$ cat config.mk
export PLATFORM = sky130hd
export DESIGN_NAME = encoder6_3_serial_flat
export DESIGN_NICKNAME = d
export VERILOG_FILES = /design/src/rtl/encoder6_3_serial_if.sv /design/src/rtl/encoder6_3_serial.sv /design/src/flat_wrapper.sv
export SDC_FILE = /design/constraint.sdc
export NUM_CORES = 1
export LEC_CHECK = 0
export CORE_AREA = 2 2 48 54
export DETAILED_ROUTE_END_ITERATION = 8
export DIE_AREA = 0 0 50 56
export PLACE_DENSITY = 0.86
export REMOVE_ABC_BUFFERS = 1
export SYNTH_ARGS = -nofsm -noshare
export SYNTH_HDL_FRONTEND = slang
export SYNTH_SLANG_ARGS = --single-unit
$ cat constraint.sdc
create_clock -name clk -period 5.5 [get_ports clk]
set_clock_uncertainty 0.15 [all_clocks]
set_input_delay 0.55 -clock clk [delete_from_list [all_inputs] [get_ports clk]]
set_output_delay 0.55 -clock clk [all_outputs]
set_load 0.1 [all_outputs]
$ cat src/rtl/encoder6_3_serial_if.sv
// rtl/encoder6_3_serial_if.sv - line-vector in / code-beat out handshake bundle for encoder6_3_serial
interface encoder6_3_serial_if;
    logic       b_valid;
    logic       b_ready;
    logic [5:0] b;
    logic       a_valid;
    logic       a_ready;
    logic [2:0] a;
    logic       a_last;
    logic       a_none;
    logic [2:0] a_cnt;

    modport master (
        output b_valid, b, a_ready,
        input  b_ready, a_valid, a, a_last, a_none, a_cnt
    );

    modport slave (
        input  b_valid, b, a_ready,
        output b_ready, a_valid, a, a_last, a_none, a_cnt
    );
endinterface

$ cat src/rtl/encoder6_3_serial.sv
// rtl/encoder6_3_serial.sv - serial 6-line to 3-bit encoder, one beat per set line
module encoder6_3_serial #(
    parameter logic [2:0] NONE_CODE = 3'd7,
    parameter bit         LSB_FIRST = 1'b1
) (
    input  logic                 clk,
    input  logic                 rst_n,
    encoder6_3_serial_if.slave   bus
);

    typedef enum logic {IDLE, EMIT} state_t;

    state_t     state_q, state_d;
    logic [5:0] pend_q, pend_d;
    logic       b_ready_q, b_ready_d;
    logic       a_valid_q, a_valid_d;
    logic [2:0] a_q, a_d;
    logic       a_last_q, a_last_d;
    logic       a_none_q, a_none_d;
    logic [2:0] a_cnt_q, a_cnt_d;
    logic [5:0] rem;

    function automatic logic [2:0] pick_idx(input logic [5:0] v);
        logic [2:0] idx;
        idx = 3'd0;
        // Later hits overwrite earlier ones, so scan toward the preferred end.
        if (LSB_FIRST) begin
            for (int i = 5; i >= 0; i--)
                if (v[i]) idx = 3'(i);
        end else begin
            for (int i = 0; i < 6; i++)
                if (v[i]) idx = 3'(i);
        end
        return idx;
    endfunction

    function automatic logic [2:0] popcnt(input logic [5:0] v);
        logic [2:0] c;
        c = 3'd0;
        for (int i = 0; i < 6; i++)
            c = c + {2'b00, v[i]};
        return c;
    endfunction

    always_comb begin
        state_d   = state_q;
        pend_d    = pend_q;
        b_ready_d = b_ready_q;
        a_valid_d = a_valid_q;
        a_d       = a_q;
        a_last_d  = a_last_q;
        a_none_d  = a_none_q;
        a_cnt_d   = a_cnt_q;
        rem       = pend_q & ~(6'b000001 << a_q);

        case (state_q)
            IDLE: begin
                if (!b_ready_q) begin
                    b_ready_d = 1'b1;
                end else if (bus.b_valid) begin
                    pend_d    = bus.b;
                    a_cnt_d   = popcnt(bus.b);
                    b_ready_d = 1'b0;
                    a_valid_d = 1'b1;
                    state_d   = EMIT;
                    if (bus.b == 6'b0) begin
                        a_d      = NONE_CODE;
                        a_none_d = 1'b1;
                        a_last_d = 1'b1;
                    end else begin
                        a_d      = pick_idx(bus.b);
                        a_none_d = 1'b0;
                        a_last_d = (popcnt(bus.b) == 3'd1);
                    end
                end
            end
            EMIT: begin
                if (bus.a_ready) begin
                    if (a_last_q) begin
                        a_valid_d = 1'b0;
                        pend_d    = 6'b0;
                        b_ready_d = 1'b1;
                        state_d   = IDLE;
                    end else begin
                        pend_d   = rem;
                        a_d      = pick_idx(rem);
                        a_last_d = (popcnt(rem) == 3'd1);
                    end
                end
            end
            default: state_d = IDLE;
        endcase
    end

    always_ff @(posedge clk or negedge rst_n) begin
        if (!rst_n) begin
            state_q   <= IDLE;
            pend_q    <= 6'b0;
            b_ready_q <= 1'b0;
            a_valid_q <= 1'b0;
            a_q       <= 3'd0;
            a_last_q  <= 1'b0;
            a_none_q  <= 1'b0;
            a_cnt_q   <= 3'd0;
        end else begin
            state_q   <= state_d;
            pend_q    <= pend_d;
            b_ready_q <= b_ready_d;
            a_valid_q <= a_valid_d;
            a_q       <= a_d;
            a_last_q  <= a_last_d;
            a_none_q  <= a_none_d;
            a_cnt_q   <= a_cnt_d;
        end
    end

    assign bus.b_ready = b_ready_q;
    assign bus.a_valid = a_valid_q;
    assign bus.a       = a_q;
    assign bus.a_last  = a_last_q;
    assign bus.a_none  = a_none_q;
    assign bus.a_cnt   = a_cnt_q;

endmodule

$ cat src/flat_wrapper.sv
// flat-port wrapper written by rule: the top's interface ports become plain ports
module encoder6_3_serial_flat 
#(
    parameter logic [2:0] NONE_CODE = 3'd7,
    parameter bit         LSB_FIRST = 1'b1
)
  (clk, rst_n, bus_b_valid, bus_b, bus_a_ready, bus_b_ready, bus_a_valid, bus_a, bus_a_last, bus_a_none, bus_a_cnt);
  encoder6_3_serial_if bus_i ();
  input  logic clk;
  input  logic rst_n;
  input wire logic [$bits(bus_i.b_valid)-1:0] bus_b_valid;
  input wire logic [$bits(bus_i.b)-1:0] bus_b;
  input wire logic [$bits(bus_i.a_ready)-1:0] bus_a_ready;
  output wire logic [$bits(bus_i.b_ready)-1:0] bus_b_ready;
  output wire logic [$bits(bus_i.a_valid)-1:0] bus_a_valid;
  output wire logic [$bits(bus_i.a)-1:0] bus_a;
  output wire logic [$bits(bus_i.a_last)-1:0] bus_a_last;
  output wire logic [$bits(bus_i.a_none)-1:0] bus_a_none;
  output wire logic [$bits(bus_i.a_cnt)-1:0] bus_a_cnt;
  assign bus_i.b_valid = bus_b_valid;
  assign bus_i.b = bus_b;
  assign bus_i.a_ready = bus_a_ready;
  assign bus_b_ready = bus_i.b_ready;
  assign bus_a_valid = bus_i.a_valid;
  assign bus_a = bus_i.a;
  assign bus_a_last = bus_i.a_last;
  assign bus_a_none = bus_i.a_none;
  assign bus_a_cnt = bus_i.a_cnt;
  encoder6_3_serial #(.NONE_CODE(NONE_CODE), .LSB_FIRST(LSB_FIRST)) u_core (.clk(clk), .rst_n(rst_n), .bus(bus_i));
endmodule
-- Yosys cells after proc, flatten, opt, wreduce, memory -nomap -nowiden
Index checks and enable logic that the tools add are counted.
- bits in writable memories: 0
- register bits after elaboration: 17
- bits in latches: 0
- memories: 0
- ROM bits: 0
- word-level logic and storage cells: 80
- output and inout port bits: 10
- input port bits: 10
- bitwise operators: 3
- $lt $le $gt $ge: 0
- multiplexer cells: 45
- multiply operators: 0
- add/subtract/negate cells: 10
- divide/modulo/power cells: 0
- shift operators: 1
- equality and inequality tests: 7
- reduce and logical (&&, ||, !) cells: 6
- operators with widths (operator ; number):
    3-bit two-way mux ; 17
    3-bit by 1-bit adder with 3-bit output ; 8
    6-bit two-way mux ; 4
    1-bit two-way mux ; 18
    6-bit case mux with 2 select lines ; 1
    2-bit inequality test, second input constant ; 4
    1-bit case mux with 2 select lines ; 4
    4-bit AND reduction ; 2
    6-bit AND ; 1
    3-bit by 1-bit equality test with 1-bit output, second input constant ; 2
    6-bit logical NOT ; 1
    6-bit inverter ; 1
    3-bit case mux with 2 select lines ; 1
    3-bit AND reduction ; 2
    1-bit by 3-bit left shift with 6-bit output, first input constant ; 1
    1-bit by 1-bit adder with 2-bit output ; 2
    2-bit by 1-bit inequality test with 1-bit output, second input constant ; 1
    2-bit AND reduction ; 1
    1-bit inverter ; 1

-- Depth between registers and ports, before layout
Gate-level depths: netlist of the first run.
- word-level depth: 12
- gate-level depth with buffers: 13
- depth with buffers taken out: 12

-- Worst setup path before layout of the first run
No wires, ideal clock.
- kind: reg-to-reg
- from: register u_core.a_q[0] (netlist: u_core.bus.a[0])
- to: register u_core.a_last_q (netlist: u_core.bus.a_last)
- cell stages (with the launch flop): 13
- clock period less this slack: 3791 ps
- arrival: 3558 ps
- data required time: 5267 ps
- path slack: 1709 ps
- cells stage by stage: dfrtp_1 -> buf_4 -> nor2_1 -> a21boi_1 -> ha_1 -> inv_1 -> fa_1 -> fa_1 -> inv_1 -> fa_1 -> o31ai_1 -> a21oi_1 -> a31oi_1
- word-level cells in the longest chain between the ends: 12
- RTL lines (element ; RTL line ; RTL):
    start: declaration ; encoder6_3_serial.sv:17 ; logic [2:0] a_q, a_d;
    start signal: assignment ; encoder6_3_serial.sv:101 ; a_q <= 3'd0;
    start signal: assignment ; encoder6_3_serial.sv:110 ; a_q <= a_d;
    1-bit by 3-bit left shift with 6-bit output * ; encoder6_3_serial.sv:54 ; rem = pend_q & ~(6'b000001 << a_q);
    6-bit inverter * ; encoder6_3_serial.sv:54 ;
    6-bit AND * ; encoder6_3_serial.sv:54 ;
    1-bit by 1-bit adder with 2-bit output ; encoder6_3_serial.sv:41 ; c = c + {2'b00, v[i]};
    3-bit by 1-bit adder with 3-bit output (3 in series) ; encoder6_3_serial.sv:41 ;
    3-bit by 1-bit adder with 3-bit output * ; encoder6_3_serial.sv:41 ;
    3-bit by 1-bit equality test with 1-bit output * ; encoder6_3_serial.sv:87 ; a_last_d = (popcnt(rem) == 3'd1);
    1-bit two-way mux * ; encoder6_3_serial.sv:79 ; if (a_last_q) begin
    1-bit two-way mux * ; encoder6_3_serial.sv:78 ; if (bus.a_ready) begin
    1-bit case mux with 2 select lines * ; encoder6_3_serial.sv:56 ; case (state_q)
    end signal: assignment ; encoder6_3_serial.sv:111 ; a_last_q <= a_last_d;
    end: declaration ; encoder6_3_serial.sv:18 ; logic a_last_q, a_last_d;
Every way passes the cells marked *; elsewhere a longest branch is shown, timed or not. The select of a mux whose other input is x is not followed.
A chain may end at the register's enable or synchronous reset.

-- Final worst setup path of the first run
Ends and elaborated chain as after synthesis.

==> results.tsv, run 1 <==
stage	metric	value	unit
outcome	result of the run	complete, no violations	
die	number of placed I/O pins	20	
die	core area	0.002230	sq mm
detailed_routing	ratio of routed vias to standard cells	5.989	
yosys	Gate Count Post-Synth	139	
critical_path	type of destination of the critical path	flop	
yosys	number of library cell types mapped by synthesis	38	
min_path	number of stages on the worst hold path	2	
detailed_routing	vias post-DR	1120	
detailed_routing	TritonRoute pass-1 iters	4	
placed_design	I/O Buffers	19	
critical_path	ordered list of cells on the worst path	nor2_1 > a21boi_1 > ha_1 > inv_1 > fa_1 > fa_1 > inv_1 > fa_1 > o31ai_1 > a21oi_1 > a31oi_1	
clocking	maximum clock path buffer count	2	
grt	initial antenna violation count	0	
finish	final layout net count	177	
critical_path	slowest CP cell	dfrtp_1	
clocking	clock tree from TritonCTS	yes	
placed_design	DP HPWL	2.281	mm
critical_path	peak fanout along the critical path	12	
clocking	number of buffers added to fix hold violations after cts	0	
finish	number of filler cells placed in the layout	186	
detailed_routing	post-DR wirelength/cell	15.76	um
critical_path	worst path buffer plus inverter count	2	
critical_path	Most common cell on crit path	fa_1	
clocking	maximum level of the CTS H-tree	1	
finish	post-layout instance count excluding filler cells	187	
critical_path	delay-heaviest family, CP	adder cells	
clocking	Sinks on Clock Net	17	
timing	final number of hold-violating endpoints	0	
yosys	main area contributors after synthesis	dfrtp_1 (35%), fa_1 (9.9%), nand2_1 (6.8%)	
grt	number of global-route vias before repair	1114	
clocking	Setup Fix Bufs, Post-CTS	0	
flow_run	max-capacitance violation count	0	
grt	wire length of the first global-routing pass	5.354	mm
detailed_routing	number of remaining DRC errors	0	
die	die width	50	um
finish	final non-filler cell area	0.001438	sq mm
yosys	dominant cell by count in the synthesized netlist	nand2_1	
finish	area added between synthesis and finish	18.70	%
grt	overall routing resource usage	0.2499	
detailed_routing	routed wire length	2.947	mm
critical_path	category of the worst setup path launch point	flop	
detailed_routing	post-route ant nets	0	
clocking	TritonCTS Buffers	3	
die	Site Rows	18	
timing	Slew HR	0.3451	
placed_design	placed cell area	0.001410	sq mm
yosys	fraction of the yosys area taken by sequential cells	0.3512	
grt	residual overflow from global routing	0	
yosys	area of the mapped netlist	0.001211	sq mm
timing	unrepaired setup endpoints after global routing	no	
finish	number of diodes added for antenna fixing	0	
timing	final worst-path cycle share	0.6229	
timing	highest attainable clock frequency	291.9	MHz
yosys	Main synth FF type	dfrtp_1	
critical_path	depth of the worst register-to-register path	11	
yosys	YS warnings	0	
timing	TNS Setup	0	ns
detailed_routing	number of design-rule violations left by the first detailed-router iteration	49	
critical_path	path type of the worst setup path	reg2reg	
yosys	Commonest cells post-synth	nand2_1 (22), dfrtp_1 (17), o21ai_1 (13)	
timing	Final Setup Violations	0	
critical_path	critical path depth in cells	11	
clocking	Clock Latency Late Sink	0.31	ns
placed_design	Placer Congestion	0.8931	
grt	pin count of the biggest net entering global routing	18	
critical_path	largest stage delay on the critical path	0.63	ns
yosys	#FFs+latches synth	17	
yosys	number of enable-type register cells in the synthesized netlist	0	
clocking	Worst-path clk slew	0.11	ns
timing	Worst-Margin Slew	0.9792	ns
yosys	post-synth top area cell	dfrtp_1	
critical_path	arrival time worst endpoint	3.51	ns
die	die area	0.002800	sq mm
finish	share of final-layout standard cells stronger than drive strength 1	0.05096	
timing	fin. max-slew vios	0	
yosys	mean cell area of the mapped netlist	8.713	sq um
die	starting density of the core	0.5432	
die	chip height	56	um
clocking	CTS-repair resized insts	0	
critical_path	data required time at the worst endpoint	5.59	ns
placed_design	placement-stage worst setup slack	2.025	ns
timing	minimum clock period	3.426	ns
timing	slack of the critical path	2.074	ns
yosys	fraction of synthesis flops using an asynchronous set or reset pin	1.000	
placed_design	total placed cells including tap cells	183	
min_path	min-delay worst type	reg2reg	
yosys	Synth top area share	0.3512	
clocking	clock root buffer master	clkbuf_4	
-- worst register-to-register path: stages (launching register included) --
cell      delay (ns)
dfrtp_1         0.63
nor2_1          0.13
a21boi_1        0.30
ha_1            0.29
inv_1           0.07
fa_1            0.43
fa_1            0.37
inv_1           0.09
fa_1            0.40
o31ai_1         0.25
a21oi_1         0.09
a31oi_1         0.15
-- cell families (layout without fill, tap and decap cells) --
kind of cell,Yosys count,in the layout,share of synthesized area
AO/OA/AOI/OAI,47,47,0.2448
flip-flops,17,17,0.3512
buffers and inverters,17,35,0.06094
adder cells (fa/ha/maj),9,9,0.1302
AND/OR/NAND/NOR,46,46,0.1880
multiplexers,3,3,0.02479
-- metal layers --
metal	wire length, um	global-route usage	up-vias
met5	0	0	-
met4	93	0.1389	0
met3	137	0.02957	10
met2	1482	0.4060	45
met1	1233	0.3176	538
li1	-	-	527
-- through the flow --
stage | hold WS, ns | utilization
detailed placement | 0.3193 | 0.6324
global route | 0.3797 | 0.6448
floorplan | 0.1044 | -
global placement | 0.3102 | 0.6324
finish | 0.3370 | 0.6448
CTS | 0.3466 | 0.6448
-- flip-flops by register name (all words and copies together) (netlist names) --
register / count
u_core.pend_q: 6
u_core.bus.a: 3
u_core.bus.a_cnt: 3
u_core.bus.a_last: 1
u_core.bus.a_none: 1
u_core.bus.a_valid: 1
u_core.bus.b_ready: 1
u_core.state_q: 1
-- path summary, 6_finish.rpt --
kind	start	end	slack, ns
worst min-delay path	u_core.bus.a_valid	u_core.bus.a_valid	0.34
worst max-delay path	u_core.bus.a[0]	u_core.bus.a_last	2.07
worst min register to register	u_core.bus.a_valid	u_core.bus.a_valid	0.34
min in group asynchronous	rst_n	u_core.pend_q[5]	0.54
max in group asynchronous	rst_n	u_core.bus.a[1]	4.18
worst max register to register	u_core.bus.a[0]	u_core.bus.a_last	2.07
-- cell type report --
class	count	area (sq um)	area share
clock buffer	3	22.52	0.01567
clock inverter	1	5.005	0.003481
multi-input combinational	105	711.9	0.4952
timing repair buffer	19	190.2	0.1323
tap	30	37.54	0.02611
sequential	17	425.4	0.2959
inverter	12	45.04	0.03133
-- placed cells by master (no fill, tap or decap), drive strengths merged, types with 2 or more instances in the layout --
cell / Yosys / routed
a211oi: 2 / 2
a21oi: 10 / 10
a22o: 2 / 2
clkbuf: 1 / 3
clkdlybuf4s50: 0 / 19
dfrtp: 17 / 17
fa: 6 / 6
ha: 3 / 3
inv: 12 / 12
mux2i: 3 / 3
nand2: 22 / 22
nand2b: 3 / 3
nand3: 2 / 2
nor2: 7 / 7
nor2b: 4 / 4
nor4: 3 / 3
o211ai: 3 / 3
o21a: 3 / 3
o21ai: 17 / 17
o31ai: 3 / 3
Power of run 1 is left out: the tool's default activity adds up to more than one toggle a clock period on the data nets, which glitch-free logic cannot reach.
==> inputs of run 2 (changes only) <==
--- a/config.mk
+++ b/config.mk
@@ -5,10 +5,10 @@
 export SDC_FILE = /design/constraint.sdc
 export NUM_CORES = 1
 export LEC_CHECK = 0
-export CORE_AREA = 2 2 48 54
+export CORE_AREA = 2 2 50 56
 export DETAILED_ROUTE_END_ITERATION = 8
-export DIE_AREA = 0 0 50 56
-export PLACE_DENSITY = 0.86
+export DIE_AREA = 0 0 52 58
+export PLACE_DENSITY = 0.81
 export REMOVE_ABC_BUFFERS = 1
 export SYNTH_ARGS = -nofsm -noshare
 export SYNTH_HDL_FRONTEND = slang
==> constraint.sdc (replaced) <==
create_clock -name clk -period 3.2 [get_ports clk]
set_clock_uncertainty 0.15 [all_clocks]
set_input_delay 0.32 -clock clk [delete_from_list [all_inputs] [get_ports clk]]
set_output_delay 0.32 -clock clk [all_outputs]
set_load 0.1 [all_outputs]
==> run 2 against run 1 <==
  * Flip-flop and latch count is the same
  * Final cell count is 3.7% higher
  * Sequential share of layout area decreased by 0.86 points
  * Largest cell class unchanged
  * Highest routed layer unchanged
==> results.tsv, run 2 (synthesis gave the netlist of run 1 again) <==
stage	metric	value	unit
grt	number of global-route vias before repair	1085	
detailed_routing	routed wire length	2.849	mm
clocking	clock tree from TritonCTS	yes	
clocking	Sinks on Clock Net	17	
placed_design	placement-stage worst setup slack	0.06340	ns
placed_design	DP HPWL	2.267	mm
clocking	Clock Latency Late Sink	0.31	ns
die	die width	52	um
die	starting density of the core	0.4946	
finish	final layout net count	183	
timing	final worst-path cycle share	0.9342	
critical_path	worst path buffer plus inverter count	2	
critical_path	largest stage delay on the critical path	0.42	ns
finish	register ranked first by flip-flop count	u_core.pend_q	
die	number of placed I/O pins	20	
critical_path	peak fanout along the critical path	4	
die	core area	0.002449	sq mm
critical_path	arrival time worst endpoint	3.08	ns
detailed_routing	ratio of routed vias to standard cells	5.680	
detailed_routing	TritonRoute pass-1 iters	4	
critical_path	ordered list of cells on the worst path	nand2b_4 > nor2_4 > nor2b_1 > ha_1 > inv_1 > fa_1 > fa_2 > inv_2 > fa_1 > o31ai_1 > a21oi_1 > a31oi_1	
clocking	maximum level of the CTS H-tree	1	
critical_path	category of the worst setup path launch point	flop	
critical_path	slowest CP cell	dfrtp_1	
critical_path	Most common cell on crit path	fa_1	
timing	Final Setup Violations	0	
clocking	Worst-path clk slew	0.10	ns
finish	share of final-layout standard cells stronger than drive strength 1	0.1350	
die	chip height	58	um
detailed_routing	vias post-DR	1102	
finish	area added between synthesis and finish	22.62	%
timing	final number of hold-violating endpoints	0	
placed_design	total placed cells including tap cells	190	
clocking	number of buffers added to fix hold violations after cts	0	
critical_path	delay-heaviest family, CP	adder cells	
grt	overall routing resource usage	0.2249	
grt	pin count of the biggest net entering global routing	18	
detailed_routing	post-DR wirelength/cell	14.69	um
detailed_routing	post-route ant nets	0	
critical_path	data required time at the worst endpoint	3.29	ns
finish	final standard cell utilization of the core	0.6065	
clocking	clock root buffer master	clkbuf_4	
grt	residual overflow from global routing	0	
timing	Worst-Margin Slew	0.9775	ns
placed_design	I/O Buffers	19	
finish	flip-flop count of the largest register after layout	6	
grt	wire length of the first global-routing pass	4.940	mm
clocking	maximum clock path buffer count	2	
detailed_routing	number of design-rule violations left by the first detailed-router iteration	30	
min_path	min-delay worst type	in2async	
finish	number of diodes added for antenna fixing	0	
critical_path	type of destination of the critical path	flop	
finish	number of filler cells placed in the layout	219	
finish	post-layout instance count excluding filler cells	194	
timing	unrepaired setup endpoints after global routing	no	
detailed_routing	number of remaining DRC errors	0	
flow_run	max-capacitance violation count	0	
timing	minimum clock period	2.990	ns
outcome	result of the run	complete, no violations	
die	die area	0.003016	sq mm
clocking	TritonCTS Buffers	3	
grt	initial antenna violation count	0	
finish	commonest non-fill, non-tap cell in the layout	nand2_1	
timing	highest attainable clock frequency	334.5	MHz
finish	most frequent cells in the layout	nand2_1 (22), dfrtp_1 (16), clkdlybuf4s50_1 (15)	
timing	fin. max-slew vios	0	
timing	Slew HR	0.3463	
timing	Fin Hold WS	0.2976	ns
timing	slack of the critical path	0.2105	ns
critical_path	path type of the worst setup path	reg2reg	
placed_design	Placer Congestion	0.8800	
die	Site Rows	19	
[run 2: cell type report]
class                           count  area [sq um]  share of cell area
Clock buffer                        3         22.52             0.01516
Clock inverter                      1         5.005            0.003370
Inverter                           12         45.04             0.03033
Multi-Input combinational cell    105         721.9              0.4861
Sequential cell                    17         426.7              0.2873
Tap cell                           31         38.79             0.02612
Timing Repair Buffer               25         225.2              0.1516
[run 2: repair_timing]
action | 4_1_cts | 5_1_grt
hold endpoints to repair | 0 | 0
buffers inserted | 0 | 0
resized for setup | 0 | 5
endpoints found under the setup margin | 0 | 1
[run 2: metrics by stage]
step | instance area, sq um | setup TNS (ns)
final | 1485 | 0
after global routing | 1485 | 0
after CTS | 1474 | 0
after detailed placement | 1446 | 0
after global placement | 1446 | 0
after floorplan | 1182 | -0.6023
[run 2: worst paths after layout]
path	from	end	slack (ns)	cells past startpoint
max in group asynchronous	rst_n	u_core.bus.a[2]	2.09	1
hold reg to reg	u_core.bus.a_valid	u_core.bus.a_valid	0.35	2
setup / recovery	u_core.bus.a[1]	u_core.bus.a_last	0.21	12
min in group clk	u_core.bus.a_valid	u_core.bus.a_valid	0.35	2
setup reg to reg	u_core.bus.a[1]	u_core.bus.a_last	0.21	12
hold / removal	rst_n	u_core.pend_q[5]	0.30	1
[run 2: per-layer routing]
metal / routed length, um / track usage
met3: 112 / 0.03351
met4: 53 / 0.09023
met5: 0 / 0
met1: 1246 / 0.2954
met2: 1436 / 0.3707
Power of run 2 is left out for the same reason.
==> inputs of run 3 (changes only) <==
--- a/config.mk
+++ b/config.mk
@@ -8,6 +8,8 @@
 export CORE_AREA = 2 2 50 56
 export DETAILED_ROUTE_END_ITERATION = 8
 export DIE_AREA = 0 0 52 58
+export GPL_ROUTABILITY_DRIVEN = 0
+export MAX_ROUTING_LAYER = met4
 export PLACE_DENSITY = 0.81
 export REMOVE_ABC_BUFFERS = 1
 export SYNTH_ARGS = -nofsm -noshare
==> run 3 against run 2 <==
  * Fmax fell by 0.25%
  * Flip-flop and latch count did not move
  * Routed wire length fell by 2.7%
  * Die area did not move
  * Clock-buffer cell count did not move
  * Setup slack got worse by 0.0076 ns
  * Non-clock buffer count did not move
  * Hold slack improved by 0.0066 ns
  * Highest routed layer unchanged
  * Critical path depth did not move
  * Global-route usage fell by 0.39 points
  * Via count fell by 0.27%
  * First-iteration DRC count rose by 10%
==> results.tsv, run 3 (synthesis gave the netlist of run 1 again) <==
stage	metric	value	unit
detailed_routing	routed wire length	2.772	mm
grt	wire length of the first global-routing pass	4.871	mm
finish	number of filler cells placed in the layout	234	
finish	commonest non-fill, non-tap cell in the layout	nand2_1	
grt	M3 GR Usage	0.02835	
finish	register ranked first by flip-flop count	u_core.pend_q	
critical_path	peak fanout along the critical path	4	
grt	number of global-route vias before repair	1123	
timing	Final Setup Violations	0	
detailed_routing	post-DR wirelength/cell	14.29	um
critical_path	ordered list of cells on the worst path	nand2b_4 > nor2_4 > nor2b_1 > ha_1 > inv_1 > fa_1 > fa_1 > inv_2 > fa_1 > o31ai_1 > a21oi_1 > a31oi_1	
die	core area	0.002449	sq mm
critical_path	largest stage delay on the critical path	0.42	ns
detailed_routing	ratio of routed vias to standard cells	5.665	
critical_path	worst path buffer plus inverter count	2	
outcome	result of the run	complete, no violations	
grt	busiest grt layer	met2	
flow_run	max-capacitance violation count	0	
clocking	maximum level of the CTS H-tree	1	
clocking	clock tree from TritonCTS	yes	
clocking	number of buffers added to fix hold violations after cts	0	
critical_path	path type of the worst setup path	reg2reg	
finish	final layout net count	183	
clocking	clock root buffer master	clkbuf_4	
die	starting density of the core	0.4946	
finish	flip-flop count of the largest register after layout	6	
grt	overall routing resource usage	0.2209	
timing	highest attainable clock frequency	333.7	MHz
detailed_routing	post-route ant nets	0	
finish	area taken by multi-input logic gates	719.4	sq um
detailed_routing	number of design-rule violations left by the first detailed-router iteration	33	
detailed_routing	vias post-DR	1099	
die	die width	52	um
clocking	Worst-path clk slew	0.10	ns
timing	minimum clock period	2.997	ns
grt	M2 GR Usage	0.3617	
clocking	Clock Latency Late Sink	0.29	ns
clocking	TritonCTS Buffers	3	
min_path	min-delay worst type	in2async	
finish	number of diodes added for antenna fixing	0	
critical_path	data required time at the worst endpoint	3.27	ns
die	number of placed I/O pins	20	
timing	TNS Setup	0	ns
detailed_routing	TritonRoute pass-1 iters	5	
die	die area	0.003016	sq mm
placed_design	I/O Buffers	19	
die	chip height	58	um
timing	unrepaired setup endpoints after global routing	no	
critical_path	type of destination of the critical path	flop	
timing	final worst-path cycle share	0.9366	
grt	residual overflow from global routing	0	
critical_path	category of the worst setup path launch point	flop	
critical_path	Most common cell on crit path	fa_1	
timing	final number of hold-violating endpoints	0	
timing	Slew HR	0.3510	
critical_path	arrival time worst endpoint	3.07	ns
critical_path	slowest CP cell	dfrtp_1	
grt	pin count of the biggest net entering global routing	18	
finish	area added between synthesis and finish	22.42	%
detailed_routing	number of remaining DRC errors	0	
grt	initial antenna violation count	0	
timing	fin. max-slew vios	0	
timing	Worst-Margin Slew	0.9705	ns
placed_design	DP HPWL	2.248	mm
finish	Sequential Area	426.7	sq um
finish	most frequent cells in the layout	nand2_1 (22), dfrtp_1 (16), clkdlybuf4s50_1 (15)	
critical_path	delay-heaviest family, CP	adder cells	
finish	share of final-layout standard cells stronger than drive strength 1	0.1288	
grt	met1 Resource Use GR	0.2814	
die	Site Rows	19	
clocking	Sinks on Clock Net	17	
clocking	maximum clock path buffer count	2	
-- run 3: cell counts in the layout (fill, tap and decap cells not counted) --
No cell type changed its count.
-- run 3: cell type report --
type | count | share of cell area
clock inverters | 1 | 0.003376
flip-flops and latches | 17 | 0.2878
multi-input cells | 105 | 0.4852
inverters | 12 | 0.03038
well taps | 31 | 0.02616
repair buffers | 25 | 0.1519
clock buffers | 3 | 0.01519
-- run 3: metrics by stage --
step	setup WS [ns]	hold slack, ns	area [sq um]	cells	utilization
5_1_grt	0.009126	0.3692	1483	194	0.6055
3_5_place_dp	0.03699	0.3300	1446	190	0.5907
2_1_floorplan	-0.6023	-0.1256	1182	134	-
3_3_place_gp	0.09622	0.3082	1446	190	0.5907
4_1_cts	0.09281	0.3401	1474	194	0.6019
6_report	0.2029	0.3042	1483	194	0.6055
-- run 3: what timing repair did --
item / CTS / global route
resized for setup: 0 / 4
setup endpoints to repair: 0 / 1
setup buffers: 0 / 0
-- run 3: layer usage --
metal	vias up	wire, um
met5	-	0
met4	0	48
met3	6	113
met2	33	1389
met1	525	1221
li1	535	-
-- run 3: worst paths after layout --
check / start / end / slack (ns) / depth (start not counted)
hold / removal: rst_n / u_core.pend_q[4] / 0.30 / 1
max in group asynchronous: rst_n / u_core.bus.a[2] / 2.09 / 1
setup reg to reg: u_core.bus.a[1] / u_core.bus.a_last / 0.20 / 12
hold reg to reg: u_core.bus.a_none / u_core.bus.a_none / 0.35 / 2
setup / recovery: u_core.bus.a[1] / u_core.bus.a_last / 0.20 / 12
min in group clk: u_core.bus.a_none / u_core.bus.a_none / 0.35 / 2
-- run 3: worst reg2reg max path, delay by kind of cell, from the launching register on --
family	cells	cell delay, ns
compound gates	3	0.44
fa+ha+maj	4	1.47
buf+inv	2	0.14
flops	1	0.42
simple gates	3	0.32
Power of run 3 is left out for the same reason.
